<file path="src/rtl/cla_addsub_pipe.sv">
// cla_addsub_pipe: pipelined two-level carry-lookahead adder/subtractor.
// Ports: clock, reset (sync, active-high); in_valid/in_ready with op1,
//   op2, sub, cin; out_valid/out_ready with sum, crout, ovf, zero.
//   Latency is WIDTH/BLOCK cycles after the operand register.
module cla_addsub_pipe #(
    parameter int WIDTH = 64,
    parameter int BLOCK = 16
) (
    input  logic             clock,
    input  logic             reset,
    input  logic             in_valid,
    output logic             in_ready,
    input  logic [WIDTH-1:0] op1,
    input  logic [WIDTH-1:0] op2,
    input  logic             sub,
    input  logic             cin,
    output logic             out_valid,
    input  logic             out_ready,
    output logic [WIDTH-1:0] sum,
    output logic             crout,
    output logic             ovf,
    output logic             zero
);

    localparam int STAGES = WIDTH / BLOCK;
    localparam int NG     = BLOCK / 4;

    if ((WIDTH % BLOCK) != 0 || (BLOCK % 4) != 0) begin : g_bad_param
        $fatal(1, "cla_addsub_pipe: WIDTH/BLOCK not legal");
    end

    // Carry into position n as a flat sum of products (no ripple).
    function automatic logic la_carry(
        input logic [BLOCK-1:0] p,
        input logic [BLOCK-1:0] g,
        input logic             ci,
        input int               n
    );
        logic c;
        logic t;
        c = ci;
        for (int i = 0; i < BLOCK; i++) begin
            if (i < n) c = c & p[i];
        end
        for (int j = 0; j < BLOCK; j++) begin
            if (j < n) begin
                t = g[j];
                for (int m = 0; m < BLOCK; m++) begin
                    if (m > j && m < n) t = t & p[m];
                end
                c = c | t;
            end
        end
        return c;
    endfunction

    // One slice: 4-bit groups give P/G, a second level gives group
    // carries. Returns {carry into MSB, carry out, slice sum}.
    function automatic logic [BLOCK+1:0] slice_add(
        input logic [BLOCK-1:0] a,
        input logic [BLOCK-1:0] b,
        input logic             ci
    );
        logic [BLOCK-1:0] p, g, c;
        logic [BLOCK-1:0] gp, gg, pl, gl;
        logic             gcin;
        logic             cout;
        p  = a ^ b;
        g  = a & b;
        gp = '0;
        gg = '0;
        c  = '0;
        for (int k = 0; k < NG; k++) begin
            pl      = '0;
            gl      = '0;
            pl[3:0] = p[4*k +: 4];
            gl[3:0] = g[4*k +: 4];
            gp[k]   = &pl[3:0];
            gg[k]   = la_carry(pl, gl, 1'b0, 4);
        end
        for (int k = 0; k < NG; k++) begin
            gcin    = la_carry(gp, gg, ci, k);
            pl      = '0;
            gl      = '0;
            pl[3:0] = p[4*k +: 4];
            gl[3:0] = g[4*k +: 4];
            for (int i = 0; i < 4; i++) begin
                c[4*k+i] = la_carry(pl, gl, gcin, i);
            end
        end
        cout = la_carry(gp, gg, ci, NG);
        return {c[BLOCK-1], cout, p ^ c};
    endfunction

    logic             advance;
    logic             v_q [0:STAGES];
    logic             c_q [0:STAGES];
    logic [WIDTH-1:0] a_q [0:STAGES-1];
    logic [WIDTH-1:0] b_q [0:STAGES-1];
    logic [WIDTH-1:0] r_q [1:STAGES];
    logic             ovf_q;
    logic             zero_q;

    logic [BLOCK+1:0] sl   [1:STAGES];
    logic [WIDTH-1:0] nres [1:STAGES];

    assign advance = !v_q[STAGES] || out_ready;

    always_comb begin
        for (int s = 1; s <= STAGES; s++) begin
            sl[s] = slice_add(a_q[s-1][(s-1)*BLOCK +: BLOCK],
                              b_q[s-1][(s-1)*BLOCK +: BLOCK],
                              c_q[s-1]);
        end
        nres[1]            = '0;
        nres[1][BLOCK-1:0] = sl[1][BLOCK-1:0];
        for (int s = 2; s <= STAGES; s++) begin
            nres[s] = r_q[s-1];
            nres[s][(s-1)*BLOCK +: BLOCK] = sl[s][BLOCK-1:0];
        end
    end

    always_ff @(posedge clock) begin
        if (reset) begin
            for (int s = 0; s <= STAGES; s++) begin
                v_q[s] <= 1'b0;
                c_q[s] <= 1'b0;
            end
            for (int s = 0; s < STAGES; s++) begin
                a_q[s] <= '0;
                b_q[s] <= '0;
            end
            for (int s = 1; s <= STAGES; s++) begin
                r_q[s] <= '0;
            end
            ovf_q  <= 1'b0;
            zero_q <= 1'b0;
        end else if (advance) begin
            v_q[0] <= in_valid;
            a_q[0] <= op1;
            b_q[0] <= sub ? ~op2 : op2;
            c_q[0] <= sub | cin;
            for (int s = 1; s < STAGES; s++) begin
                v_q[s] <= v_q[s-1];
                a_q[s] <= a_q[s-1];
                b_q[s] <= b_q[s-1];
                c_q[s] <= sl[s][BLOCK];
                r_q[s] <= nres[s];
            end
            v_q[STAGES] <= v_q[STAGES-1];
            // Result registers keep the last real result across bubbles.
            if (v_q[STAGES-1]) begin
                r_q[STAGES] <= nres[STAGES];
                c_q[STAGES] <= sl[STAGES][BLOCK];
                ovf_q  <= sl[STAGES][BLOCK+1] ^ sl[STAGES][BLOCK];
                zero_q <= ~|nres[STAGES];
            end
        end
    end

    assign in_ready  = advance;
    assign out_valid = v_q[STAGES];
    assign sum       = r_q[STAGES];
    assign crout     = c_q[STAGES];
    assign ovf       = ovf_q;
    assign zero      = zero_q;

endmodule

</file>
<file path="config.mk">
export PLATFORM = sky130hd
export DESIGN_NAME = cla_addsub_pipe
export DESIGN_NICKNAME = d
export VERILOG_FILES = /design/src/rtl/cla_addsub_pipe.sv
export SDC_FILE = /design/constraint.sdc
export NUM_CORES = 1
export LEC_CHECK = 0
export BUFFER_PORTS_ARGS = -buffer_cell sky130_fd_sc_hd__buf_2
export CORE_ASPECT_RATIO = 0.75
export CORE_MARGIN = 3
export CORE_UTILIZATION = 49
export DETAILED_ROUTE_END_ITERATION = 10
export GPL_ROUTABILITY_DRIVEN = 1
export HOLD_SLACK_MARGIN = 0.02
export PLACE_DENSITY = 0.69
export SLEW_MARGIN = 0
export SYNTH_ARGS = -nofsm -noshare
export SYNTH_HDL_FRONTEND = slang
export SYNTH_SLANG_ARGS = --single-unit --ignore-timing --ignore-initial --compat-mode --unroll-limit 50000
export TNS_END_PERCENT = 20
</file>
<file path="constraint.sdc">
create_clock -name clock -period 32.3 [get_ports clock]
set_clock_uncertainty 0.05 [all_clocks]
set_input_delay 1.615 -clock clock [delete_from_list [all_inputs] [get_ports clock]]
set_output_delay 1.615 -clock clock [all_outputs]
set_load 0.1 [all_outputs]
</file>
== Word level (Yosys, flattened, before mapping) ==
Memory sizes are Yosys's and may differ from the RTL's.
Index checks and enable logic that the tools add are counted.
Word-level totals
  register bits after elaboration: 2
  memory bits (writable): 778
  bits of input ports: 134
  output and inout port bits: 69
  logic and storage cells: 465
  memories: 5
Cells by class
  mux-type cells: 32
  bitwise gates (word level): 405
  reductions and logical operators: 21
Memories
  a_q: words 4, bits a word 64, rd ports 4, clocked after memory_dff 0, write ports 4, RTL line 98  | logic [WIDTH-1:0] a_q [0:STAGES-1];
  b_q: words 4, bits a word 64, rd ports 4, clocked after memory_dff 0, write ports 4, RTL line 99  | logic [WIDTH-1:0] b_q [0:STAGES-1];
  r_q: words 4, bits a word 64, rd ports 4, clocked after memory_dff 0, write ports 4, RTL line 100  | logic [WIDTH-1:0] r_q [1:STAGES];
  c_q: words 5, bits a word 1, rd ports 5, clocked after memory_dff 0, write ports 5, RTL line 97  | logic c_q [0:STAGES];
  v_q: words 5, bits a word 1, rd ports 5, clocked after memory_dff 0, write ports 5, RTL line 96  | logic v_q [0:STAGES];
Operators with widths (count)
  64-bit 2-to-1 mux: 13
  1-bit OR: 207
  1-bit bitwise AND: 184
  16-bit XOR: 8
  16-bit bitwise AND: 4
  64-bit NOT: 1
  4-bit AND reduction: 16
  64-bit OR reduction: 1
  1-bit 2-to-1 mux: 19
  1-bit zero test: 2
  2-bit AND reduction: 1
  1-bit logical OR: 1
  1-bit XOR: 1

== Depth between registers and ports, before layout ==
Gate-level depths: netlist of run 1.
An unclocked memory read counts as a cell.
  depth in word-level cells: 22
  depth in mapped cells: 12
  mapped depth without buffers: 12

== Least setup slack after synthesis of run 1 ==
Ideal clock, no wire load.
  kind: input to register
  start: input out_ready
  end: memory a_q[0][0], enable pin
  setup time: 867 ps
  arrival time: 12294 ps
  required time: 31383 ps
  setup slack: 19088 ps
  cell stages on the path: 4
  buffers on the path: 2
  path through: nand2b_1 -> buf_2 -> clkbuf_1 -> nand2b_1
RTL lines
  from (decl): RTL line 18  | input logic out_ready,
  to (decl): RTL line 98

==> impl_metrics.csv, run 1 <==
group,metric,value,unit
sta,worst_slack,27200,ps
grt,globalRouteMet2Util,25.83,%
placement,routabilityCongestion,0.8046,
clock_tree,hold_buffers,0,
route,wire_per_inst,17.24,um
worst_setup_path,required,32410,ps
synthesis,synth_area,21380,um2
grt,grt_max_degree,143,
floorplanning,die_w,247.2,um
synthesis,synth_common_cells,"490 x edfxtp_1, 320 x and3_1, 127 x nor2_1",
worst_setup_path,worstPathCellList,"buf_2 > nand2b_4 > nand2b_4 > buf_4 > buf_4",
worst_setup_path,slowest_delay,1060,ps
sta,setup_tns,0,ps
cells_and_area,antenna_cells,0,
placement,port-buffer-count,202,
synthesis,yosysTopAreaCell,"edfxtp_1",
cells_and_area,seq_area,14750,um2
cells_and_area,multi_input_comb_area,6210,um2
synthesis,yosysSeqAreaShare,69.00,%
sta,max-slew-margin-rel,20.31,%
power_and_ir_drop,p_seq_share,53.4,%
clock_tree,clockBufferDepth,3,
clock_tree,numCtsBuffers,47,
grt,antenna_found_initial,0,
floorplanning,die_h,186.9,um
clock_tree,cts_root_buffer,"clkbuf_16",
synthesis,synth-edff-count,490,
sta,rsz0062_at_grt,"false",
grt,met1_usage,24.05,%
clock_tree,cts_tree,"built",
worst_setup_path,cp.arrival,5210,ps
grt,grt_usage,16.87,%
synthesis,synth_top_area_share,68.81,%
sta,fin_crit,5100,ps
clock_tree,htreeDepth,2,
clock_tree,clk_pin_slew_worst_paths,60,ps
cells_and_area,layout.nets,1896,
cells_and_area,areaGrowthSynthToFinish,14.14,%
synthesis,synth_area_leaders,"edfxtp_1 69%, and3_1 9.4%, ha_1 4.7%, xnor2_1 3.8%, nor2_1 2.2%",
floorplanning,ioPinCount,203,
hold_path,min_path_cells,2,
grt,overflow,0,
route,initialDrtViolationCount,828,
clock_tree,clk_latency,550,ps
synthesis,synth.most_common_cell,"edfxtp_1",
floorplanning,core,42530,um2
route,drc_errors,0,
sta,maxSlewViolCount,0,
sta,finalHoldViolCount,0,
synthesis,ys_ff_latch,492,
sta,setup_viol,0,
cells_and_area,finalInstanceArea,24410,um2
power_and_ir_drop,p_sw,0.3110,mW
power_and_ir_drop,p_per_area,57.63,nW/um2
power_and_ir_drop,sw_frac_of_total,22.11,%
placement,place_area,22870,um2
sta,min_period_over_period,15.79,%
hold_path,worst_hold_path.endpoint,"zero",
worst_setup_path,reg2reg_slack,27910,ps
route,totalWireLength,39150,um
synthesis,syn_avg_cell_area,14.28,um2
grt,grt_first_pass_wirelength,62110,um
cells_and_area,drive_above_1_share,17.51,%
floorplanning,fp.dieArea,46210,um2
synthesis,ys_warn_count,0,
power_and_ir_drop,clockPowerShare,38.6,%
route,drt_pre_antenna_iters,5,
synthesis,yosys.cell_types.count,46,
clock_tree,post_cts_buffers,0,
power_and_ir_drop,p_int,1.096,mW
placement,hpwl,25980,um
worst_setup_path,critPathKind,"in2reg",
power_and_ir_drop,leakagePower,11.32,nW
run_status,outcome,"finished, final reports clean",
floorplanning,rows,65,
clock_tree,cts_resized,0,
hold_path,min_from,"zero",
cells_and_area,nFillCells,3339,
route,ant_nets,0,
worst_setup_path,critPathSlowestCell,"buf_4",
hold_path,hold_class,"reg2reg",
worst_setup_path,crit-reg2reg-launch,"v_q[0][4]",
worst_setup_path,worstReg2RegEnd,"b_q[3][48]",
power_and_ir_drop,peakVddDrop,0.03515,mV
synthesis,syn_nets,1727,
grt,top_usage_layer,"met2",
worst_setup_path,critPathLaunchType,"input port",
grt,grt_pass1_vias,11720,
synthesis,synthCells,1497,
worst_setup_path,rr_worst_depth,4,
grt,use_met3,3.783,%
route,vias,11740,
synthesis,async_flop_share,0,%
placement,post-place-ws,26620,ps
synthesis,synth_flop_cell,"edfxtp_1",
floorplanning,start_util,50.28,%
clock_tree,clock-sinks,492,
run,drv_cap,0,
worst_setup_path,end_kind,"register",
sta,tightest_slew,1195,ps
worst_setup_path,path_max_fanout,101,
power_and_ir_drop,combPwrFrac,8.0,%
route,vias_per_cell,5.171,
sta,fmax,0.1961,GHz
worst max-delay path by stage:
stage / end / cells after the start / from
after floorplan: a_q[0][0] / 4 / out_ready
after global placement: a_q[0][250] / 5 / out_ready
after detailed placement: a_q[0][251] / 5 / out_ready
final: b_q[3][48] / 5 / out_ready
after global routing: a_q[0][244] / 5 / out_ready
after CTS: b_q[2][56] / 5 / out_ready
logic make-up after synthesis:
group / count (synthesis) / share of synthesized area, %
XOR/XNOR: 110 / 4.505
adder cells (fa/ha/maj): 96 / 6.179
buffers and inverters: 116 / 2.071
AND/OR/NAND/NOR: 582 / 15.43
flip-flops: 492 / 69.00
AO/OA/AOI/OAI: 101 / 2.820
layout make-up:
type | instances | area share, %
flip-flops and latches | 492 | 60.45
multi-input cells | 889 | 25.44
clock buffers | 60 | 5.193
repair buffers | 215 | 4.552
well taps | 569 | 2.917
clock inverters | 25 | 1.107
inverters | 21 | 0.3434
registers in the layout, indices dropped and copies added, names as in the netlist:
signal and count:
r_q 160, ovf 1, zero 1, c_q 5
a_q 160, b_q 160, v_q 5
cells in the final DEF, fill, tap and decap left out, types with 2 or more instances in the layout:
cell type,Yosys,routed
a21o_1,16,16
a21oi_1,40,40
a31oi_1,6,6
and2_1,51,51
and3_1,320,320
buf_2,6,201
buf_4,0,14
bufinv_16,0,5
clkbuf_1,80,11
clkbuf_16,0,49
clkinv_1,0,4
clkinv_2,0,10
clkinvlp_4,0,4
dfxtp_1,2,2
edfxtp_1,490,490
fa_1,16,16
ha_1,80,80
inv_1,20,19
inv_6,0,2
nand2_1,17,16
nand2_4,1,2
nand2b_1,17,15
nand2b_4,0,2
nand3_1,5,5
nand4_1,14,14
nor2_1,127,127
nor2b_1,6,6
nor4_1,13,13
o21a_1,2,2
o21ai_0,22,22
o21ai_1,2,2
o21bai_1,2,2
o31a_1,3,3
or3_1,3,3
xnor2_1,92,92
xor2_1,18,18
layer usage:
metal / up-vias / share of wire, %
met5: - / 0
met4: 0 / 3.1
met3: 79 / 5.5
met2: 238 / 46
met1: 5579 / 46
li1: 5848 / -
power by group through the flow:
stage          Combinational [mW]  Clock [mW]  Sequential (mW)
3_5_place_dp                0.114           0            0.765
5_1_grt                     0.123       0.584            0.754
6_report                    0.112       0.544            0.751
2_1_floorplan              0.0556           0            0.787
4_1_cts                     0.114       0.555            0.751
3_3_place_gp                0.112           0            0.764
metrics by stage:
stage                     hold slack [ps]  power (mW)  utilization, %  instances
after floorplan                     475.0      0.8430               -       1497
after global placement              395.8      0.8758           53.77       2186
after detailed placement            404.4      0.8783           53.77       2186
after CTS                           413.1       1.421           57.38       2271
after global routing                456.2       1.461           57.38       2271
final                               408.0       1.407           57.38       2271
critical path, delay by kind of cell:
kind,cells,cell delay [ps]
AND/OR/NAND/NOR,2,1350
buffers and inverters,3,2070
No activity file was read; power rests on OpenSTA's default activity.
==> inputs of run 2 (changes only) <==
--- a/config.mk
+++ b/config.mk
@@ -12,7 +12,7 @@
 export DETAILED_ROUTE_END_ITERATION = 10
 export GPL_ROUTABILITY_DRIVEN = 1
 export HOLD_SLACK_MARGIN = 0.02
-export PLACE_DENSITY = 0.69
+export PLACE_DENSITY = 0.72
 export SLEW_MARGIN = 0
 export SYNTH_ARGS = -nofsm -noshare
 export SYNTH_HDL_FRONTEND = slang
==> constraint.sdc (replaced) <==
create_clock -name clock -period 4.6 [get_ports clock]
set_clock_uncertainty 0.05 [all_clocks]
set_input_delay 0.23 -clock clock [delete_from_list [all_inputs] [get_ports clock]]
set_output_delay 0.23 -clock clock [all_outputs]
set_load 0.1 [all_outputs]
==> impl_metrics.csv, run 2 (synthesis results as in run 1) <==
group,metric,value,unit
sta,setup_tns,0,ps
route,wire_per_inst,17.20,um
grt,use_met3,3.239,%
worst_setup_path,end_kind,"register",
grt,antenna_found_initial,1,
power_and_ir_drop,combPwrFrac,8.6,%
clock_tree,clk_pin_slew_worst_paths,60,ps
clock_tree,htreeDepth,2,
worst_setup_path,path_max_fanout,6,
clock_tree,clockBufferDepth,3,
floorplanning,die_h,186.9,um
power_and_ir_drop,p_int,7.906,mW
route,totalWireLength,41350,um
cells_and_area,final_common_cell,"edfxtp_1",
clock_tree,numCtsBuffers,48,
grt,grt_max_degree,139,
cells_and_area,areaGrowthSynthToFinish,20.89,%
clock_tree,cts_root_buffer,"clkbuf_16",
worst_setup_path,slowest_delay,500,ps
grt,overflow,0,
placement,place_area,22970,um2
cells_and_area,most-common-layout-cells,"490 x edfxtp_1, 320 x and3_1, 201 x buf_2",
cells_and_area,utilization,60.78,%
power_and_ir_drop,leakagePower,11.94,nW
sta,maxSlewViolCount,0,
grt,grt_usage,17.65,%
power_and_ir_drop,p_sw,2.189,mW
sta,fin_crit,3387,ps
grt,grt_pass1_vias,12170,
cells_and_area,stdcell_count,2404,
clock_tree,cts_tree,"built",
cells_and_area,antenna_cells,0,
route,ant_nets,0,
floorplanning,ioPinCount,203,
floorplanning,core,42530,um2
clock_tree,cts_resized,0,
cells_and_area,finalInstanceArea,25850,um2
worst_setup_path,critPathLaunchType,"register",
grt,globalRouteMet2Util,28.30,%
worst_setup_path,critPathKind,"reg2reg",
cells_and_area,drive_above_1_share,16.35,%
clock_tree,clock-sinks,492,
placement,hpwl,26180,um
floorplanning,start_util,50.28,%
worst_setup_path,worstPathCellList,"ha_1 > a21oi_1 > a21oi_1 > a211oi_1 > o21bai_1 > fa_1 > nor4b_1 > nand4_1 > nor4_1 > nand4_1 > o21ai_1",
sta,fmax,0.2953,GHz
route,vias,12390,
floorplanning,die_w,247.2,um
sta,whs,50.02,ps
sta,finalHoldViolCount,0,
route,drc_errors,0,
sta,rsz0062_at_grt,"false",
run_status,outcome,"finished, final reports clean",
route,initialDrtViolationCount,806,
cells_and_area,top_regs,"a_q (160), b_q (160), r_q (160)",
clock_tree,clk_latency,550,ps
floorplanning,rows,65,
worst_setup_path,critPathSlowestCell,"fa_1",
floorplanning,fp.dieArea,46210,um2
placement,port-buffer-count,202,
clock_tree,hold_buffers,128,
power_and_ir_drop,sw_frac_of_total,21.69,%
power_and_ir_drop,p_seq_share,52.2,%
sta,min_period_over_period,73.62,%
placement,dp_cells,2191,
sta,setup_viol,0,
cells_and_area,nFillCells,3209,
grt,grt_first_pass_wirelength,64900,um
grt,top_usage_layer,"met2",
run,drv_cap,0,
power_and_ir_drop,clockPowerShare,39.1,%
worst_setup_path,required,5030,ps
worst_setup_path,cp.arrival,3820,ps
cells_and_area,layout.nets,2031,
clock_tree,post_cts_buffers,0,
hold_path,hold_class,"in2reg",
route,drt_pre_antenna_iters,5,
sta,tightest_slew,1120,ps
power_and_ir_drop,p_per_area,390.5,nW/um2
route,vias_per_cell,5.156,
power_and_ir_drop,peakVddDrop,0.2524,mV
grt,met1_usage,24.82,%
sta,max-slew-margin-rel,24.67,%
placement,routabilityCongestion,0.8677,
[run 2: changes by cell type in the layout (fill, tap and decap cells not counted), moves of 2 or more]
cell	delta
clkbuf_1	-7
clkinvlp_4	-2
clkinv_2	-3
clkinv_1	+9
bufinv_16	+3
buf_12	+5
dlygate4sd3_1	+129
[run 2: critical path, delay by kind of cell (launching register included)]
kind | cells | cell delay [ps]
flops | 1 | 370
fa+ha+maj | 2 | 890
compound gates | 5 | 1120
simple gates | 4 | 890
[run 2: metrics by stage]
step,total power [mW],worst slack (ps)
2_1_floorplan,5.911,-116.5
3_3_place_gp,6.138,1390
3_5_place_dp,6.157,1270
4_1_cts,10.19,1208
5_1_grt,10.45,937.7
6_report,10.10,1213
[run 2: final timing paths]
kind | start | to | slack [ps] | depth (start not counted)
max | a_q[0][241] | zero | 1210 | 11
min reg2reg | zero | zero | 420 | 2
min | op2[12] | b_q[0][12] | 50 | 3
max reg2reg | a_q[0][241] | zero | 1210 | 11
[run 2: metal layers]
| metal | wire, um | vias to the layer above |
|---|---|---|
| met1 | 18740 | 5924 |
| met3 | 2189 | 83 |
| met2 | 19320 | 278 |
| met4 | 1088 | 2 |
| li1 | - | 6107 |
| met5 | 13 | - |
[run 2: power by group through the flow]
stage / Combinational, mW / Clock [mW] / Sequential, mW
after detailed placement: 0.787 / 0 / 5.37
after global routing: 0.951 / 4.21 / 5.29
after floorplan: 0.391 / 0 / 5.52
after CTS: 0.874 / 4.04 / 5.28
after global placement: 0.776 / 0 / 5.36
final: 0.872 / 3.95 / 5.27
[run 2: final cells by class]
type	count	area [um2]	share of cell area [%]
Tap cell	569	711.9	2.754
Clock inverter	31	347.8	1.346
Sequential cell	492	14750	57.07
Inverter	21	83.83	0.3243
Clock buffer	53	1241	4.801
Timing Repair Buffer	349	2502	9.680
Multi-Input combinational cell	889	6210	24.02
==> inputs of run 3 (changes only) <==
--- a/config.mk
+++ b/config.mk
@@ -5,6 +5,7 @@
 export SDC_FILE = /design/constraint.sdc
 export NUM_CORES = 1
 export LEC_CHECK = 0
+export ABC_AREA = 1
 export BUFFER_PORTS_ARGS = -buffer_cell sky130_fd_sc_hd__buf_2
 export CORE_ASPECT_RATIO = 0.75
 export CORE_MARGIN = 3
@@ -12,7 +13,7 @@
 export DETAILED_ROUTE_END_ITERATION = 10
 export GPL_ROUTABILITY_DRIVEN = 1
 export HOLD_SLACK_MARGIN = 0.02
-export PLACE_DENSITY = 0.72
+export PLACE_DENSITY = 0.69
 export SLEW_MARGIN = 0
 export SYNTH_ARGS = -nofsm -noshare
 export SYNTH_HDL_FRONTEND = slang
==> constraint.sdc (replaced) <==
create_clock -name clock -period 3.29 [get_ports clock]
set_clock_uncertainty 0.05 [all_clocks]
set_input_delay 0.1645 -clock clock [delete_from_list [all_inputs] [get_ports clock]]
set_output_delay 0.1645 -clock clock [all_outputs]
set_load 0.1 [all_outputs]
==> impl_metrics.csv, run 3 <==
group,metric,value,unit
power_and_ir_drop,clockPowerShare,37.0,%
sta,finalHoldViolCount,0,
route,wire_per_inst,13.35,um
cells_and_area,layout.nets,2501,
cells_and_area,areaGrowthSynthToFinish,20.32,%
synthesis,synthCells,1927,
worst_setup_path,critPathLaunchType,"register",
power_and_ir_drop,power,14.04,mW
synthesis,synth_common_cells,"502 x nor2_1, 490 x edfxtp_1, 428 x inv_1",
synthesis,yosysTopAreaCell,"edfxtp_1",
floorplanning,fp.dieArea,47570,um2
power_and_ir_drop,p_seq_share,52.9,%
sta,setup_viol,0,
synthesis,synth_flop_cell,"edfxtp_1",
power_and_ir_drop,p_sw,3.276,mW
synthesis,yosysSeqAreaShare,66.97,%
worst_setup_path,required,3730,ps
sta,fmax,0.3462,GHz
run,drv_cap,0,
synthesis,synth_top_area_share,66.79,%
cells_and_area,finalInstanceArea,26510,um2
clock_tree,clk_pin_slew_worst_paths,60,ps
clock_tree,clk_latency,550,ps
floorplanning,die_w,250.8,um
power_and_ir_drop,sw_frac_of_total,23.33,%
worst_setup_path,end_kind,"register",
worst_setup_path,path_max_fanout,3,
synthesis,ys_warn_count,0,
floorplanning,die_h,189.6,um
placement,place_area,23710,um2
clock_tree,cts_root_buffer,"clkbuf_16",
floorplanning,rows,66,
synthesis,yosys.cell_types.count,35,
worst_setup_path,critPathKind,"reg2reg",
sta,min_period_over_period,87.79,%
sta,tightest_slew,1120,ps
grt,overflow,0,
hold_path,min_from,"out_ready",
worst_setup_path,crit-reg2reg-launch,"a_q[0][242]",
cells_and_area,most-common-layout-cells,"502 x nor2_1, 490 x edfxtp_1, 428 x inv_1",
power_and_ir_drop,p_int,10.76,mW
floorplanning,core,43850,um2
grt,grt_usage,16.07,%
route,ant_nets,0,
route,vias_per_cell,4.607,
clock_tree,clockBufferDepth,3,
clock_tree,post_cts_buffers,0,
route,initialDrtViolationCount,782,
worst_setup_path,cp.arrival,3330,ps
cells_and_area,top_regs,"a_q (160), b_q (160), r_q (160)",
synthesis,synth_area,22030,um2
power_and_ir_drop,leakagePower,11.67,nW
worst_setup_path,worstReg2RegEnd,"zero",
hold_path,hold_class,"in2reg",
hold_path,worst_hold_path.endpoint,"ovf",
placement,port-buffer-count,202,
worst_setup_path,rr_worst_depth,15,
route,drt_pre_antenna_iters,5,
synthesis,synth.most_common_cell,"nor2_1",
route,totalWireLength,38520,um
floorplanning,ioPinCount,203,
grt,grt_max_degree,116,
cells_and_area,final_common_cell,"nor2_1",
sta,max-slew-margin-rel,25.35,%
synthesis,ys_ff_latch,492,
cells_and_area,drive_above_1_share,14.04,%
synthesis,syn_nets,2157,
grt,grt_pass1_vias,12990,
synthesis,synth-edff-count,490,
placement,routabilityCongestion,0.8136,
hold_path,min_path_cells,6,
floorplanning,start_util,50.24,%
power_and_ir_drop,peakVddDrop,0.3762,mV
clock_tree,htreeDepth,2,
route,vias,13300,
sta,rsz0062_at_grt,"false",
synthesis,syn_avg_cell_area,11.43,um2
clock_tree,hold_buffers,131,
sta,fin_crit,2888,ps
cells_and_area,utilization,60.45,%
clock_tree,cts_tree,"built",
grt,antenna_found_initial,1,
clock_tree,numCtsBuffers,49,
sta,maxSlewViolCount,0,
clock_tree,cts_resized,0,
synthesis,async_flop_share,0,%
power_and_ir_drop,combPwrFrac,10.1,%
placement,hpwl,24370,um
grt,grt_first_pass_wirelength,62150,um
power_and_ir_drop,p_per_area,529.7,nW/um2
worst_setup_path,reg2reg_slack,400,ps
clock_tree,clock-sinks,492,
route,drc_errors,0,
run_status,outcome,"finished, final reports clean",
synthesis,synth_area_leaders,"edfxtp_1 67%, nor2_1 8.6%, inv_1 7.3%, ha_1 4.5%, xnor2_1 3.0%",
## run 3: cell types whose count changed after synthesis, sizes merged, moves of 17 or more
cell,before,now
nand2b,17,0
and3,320,1
nor3,0,25
clkbuf,80,0
inv,21,430
nand2,18,110
a21oi,41,20
buf,15,60
nor2,127,504
nand3,6,31
and2,52,0
## run 3: layer usage
metal	vias to the layer above	part of all wire, %	wire, um	track usage [%]
li1	6770	-	-	-
met3	83	4.6	1767	2.815
met2	248	48	18510	27.23
met1	6195	44	17130	21.23
met5	-	0	0	0
met4	0	2.9	1104	5.336
## run 3: worst max path at each step
stage,from,to,slack (ps),cells after the start
6_report,a_q[0][242],zero,400,15
5_1_grt,a_q[0][241],zero,190,15
4_1_cts,a_q[0][242],zero,410,15
3_5_place_dp,a_q[0][242],zero,450,15
3_3_place_gp,a_q[0][241],zero,520,15
2_1_floorplan,v_q[0][4],a_q[0][0],-2530,1
## run 3: critical path, stage by stage, from the launching register on
cell	delay [ps]
edfxtp_1	390
ha_1	360
nand2_1	110
inv_1	40
nand2_1	60
nand3_1	90
or2_2	330
a21o_1	200
fa_1	480
nor2_1	120
nand4_1	100
nor3_1	160
nand3_1	100
nor2_1	120
nand3_1	70
nand2_1	50
## run 3: cells by family after synthesis
group / Yosys count / synth area share, %
simple gates: 718 / 13.40
compound gates: 44 / 1.176
flops: 492 / 66.97
fa+ha+maj: 96 / 5.997
buf+inv: 490 / 8.962
xor+xnor: 87 / 3.493
## run 3: power groups by stage
stage / Clock, mW / Sequential, mW / Combinational [mW]
6_report: 5.20 / 7.43 / 1.41
5_1_grt: 5.60 / 7.46 / 1.57
4_1_cts: 5.35 / 7.43 / 1.42
3_5_place_dp: 0 / 7.56 / 1.29
3_3_place_gp: 0 / 7.55 / 1.27
2_1_floorplan: 0 / 7.81 / 0.696
## run 3: through the flow
| stage | std cells | hold WS (ps) | setup slack, ps | setup TNS [ps] |
|---|---|---|---|---|
| final | 2886 | 157.3 | 401.7 | 0 |
| after global routing | 2886 | 186.5 | 188.5 | 0 |
| after CTS | 2885 | 131.8 | 408.1 | 0 |
| after detailed placement | 2667 | 416.3 | 445.1 | 0 |
| after global placement | 2667 | 411.9 | 517.8 | 0 |
| after floorplan | 1927 | 300.5 | -2525 | -1098840 |
## run 3: cell type report
cell class,count,area [um2]
flip-flops and latches,492,14750
repair buffers,353,2600
inverters,430,1614
multi-input cells,945,5330
diodes,1,2.502
well taps,578,723.2
clock inverters,29,224.0
fillers,3489,17340
clock buffers,58,1260
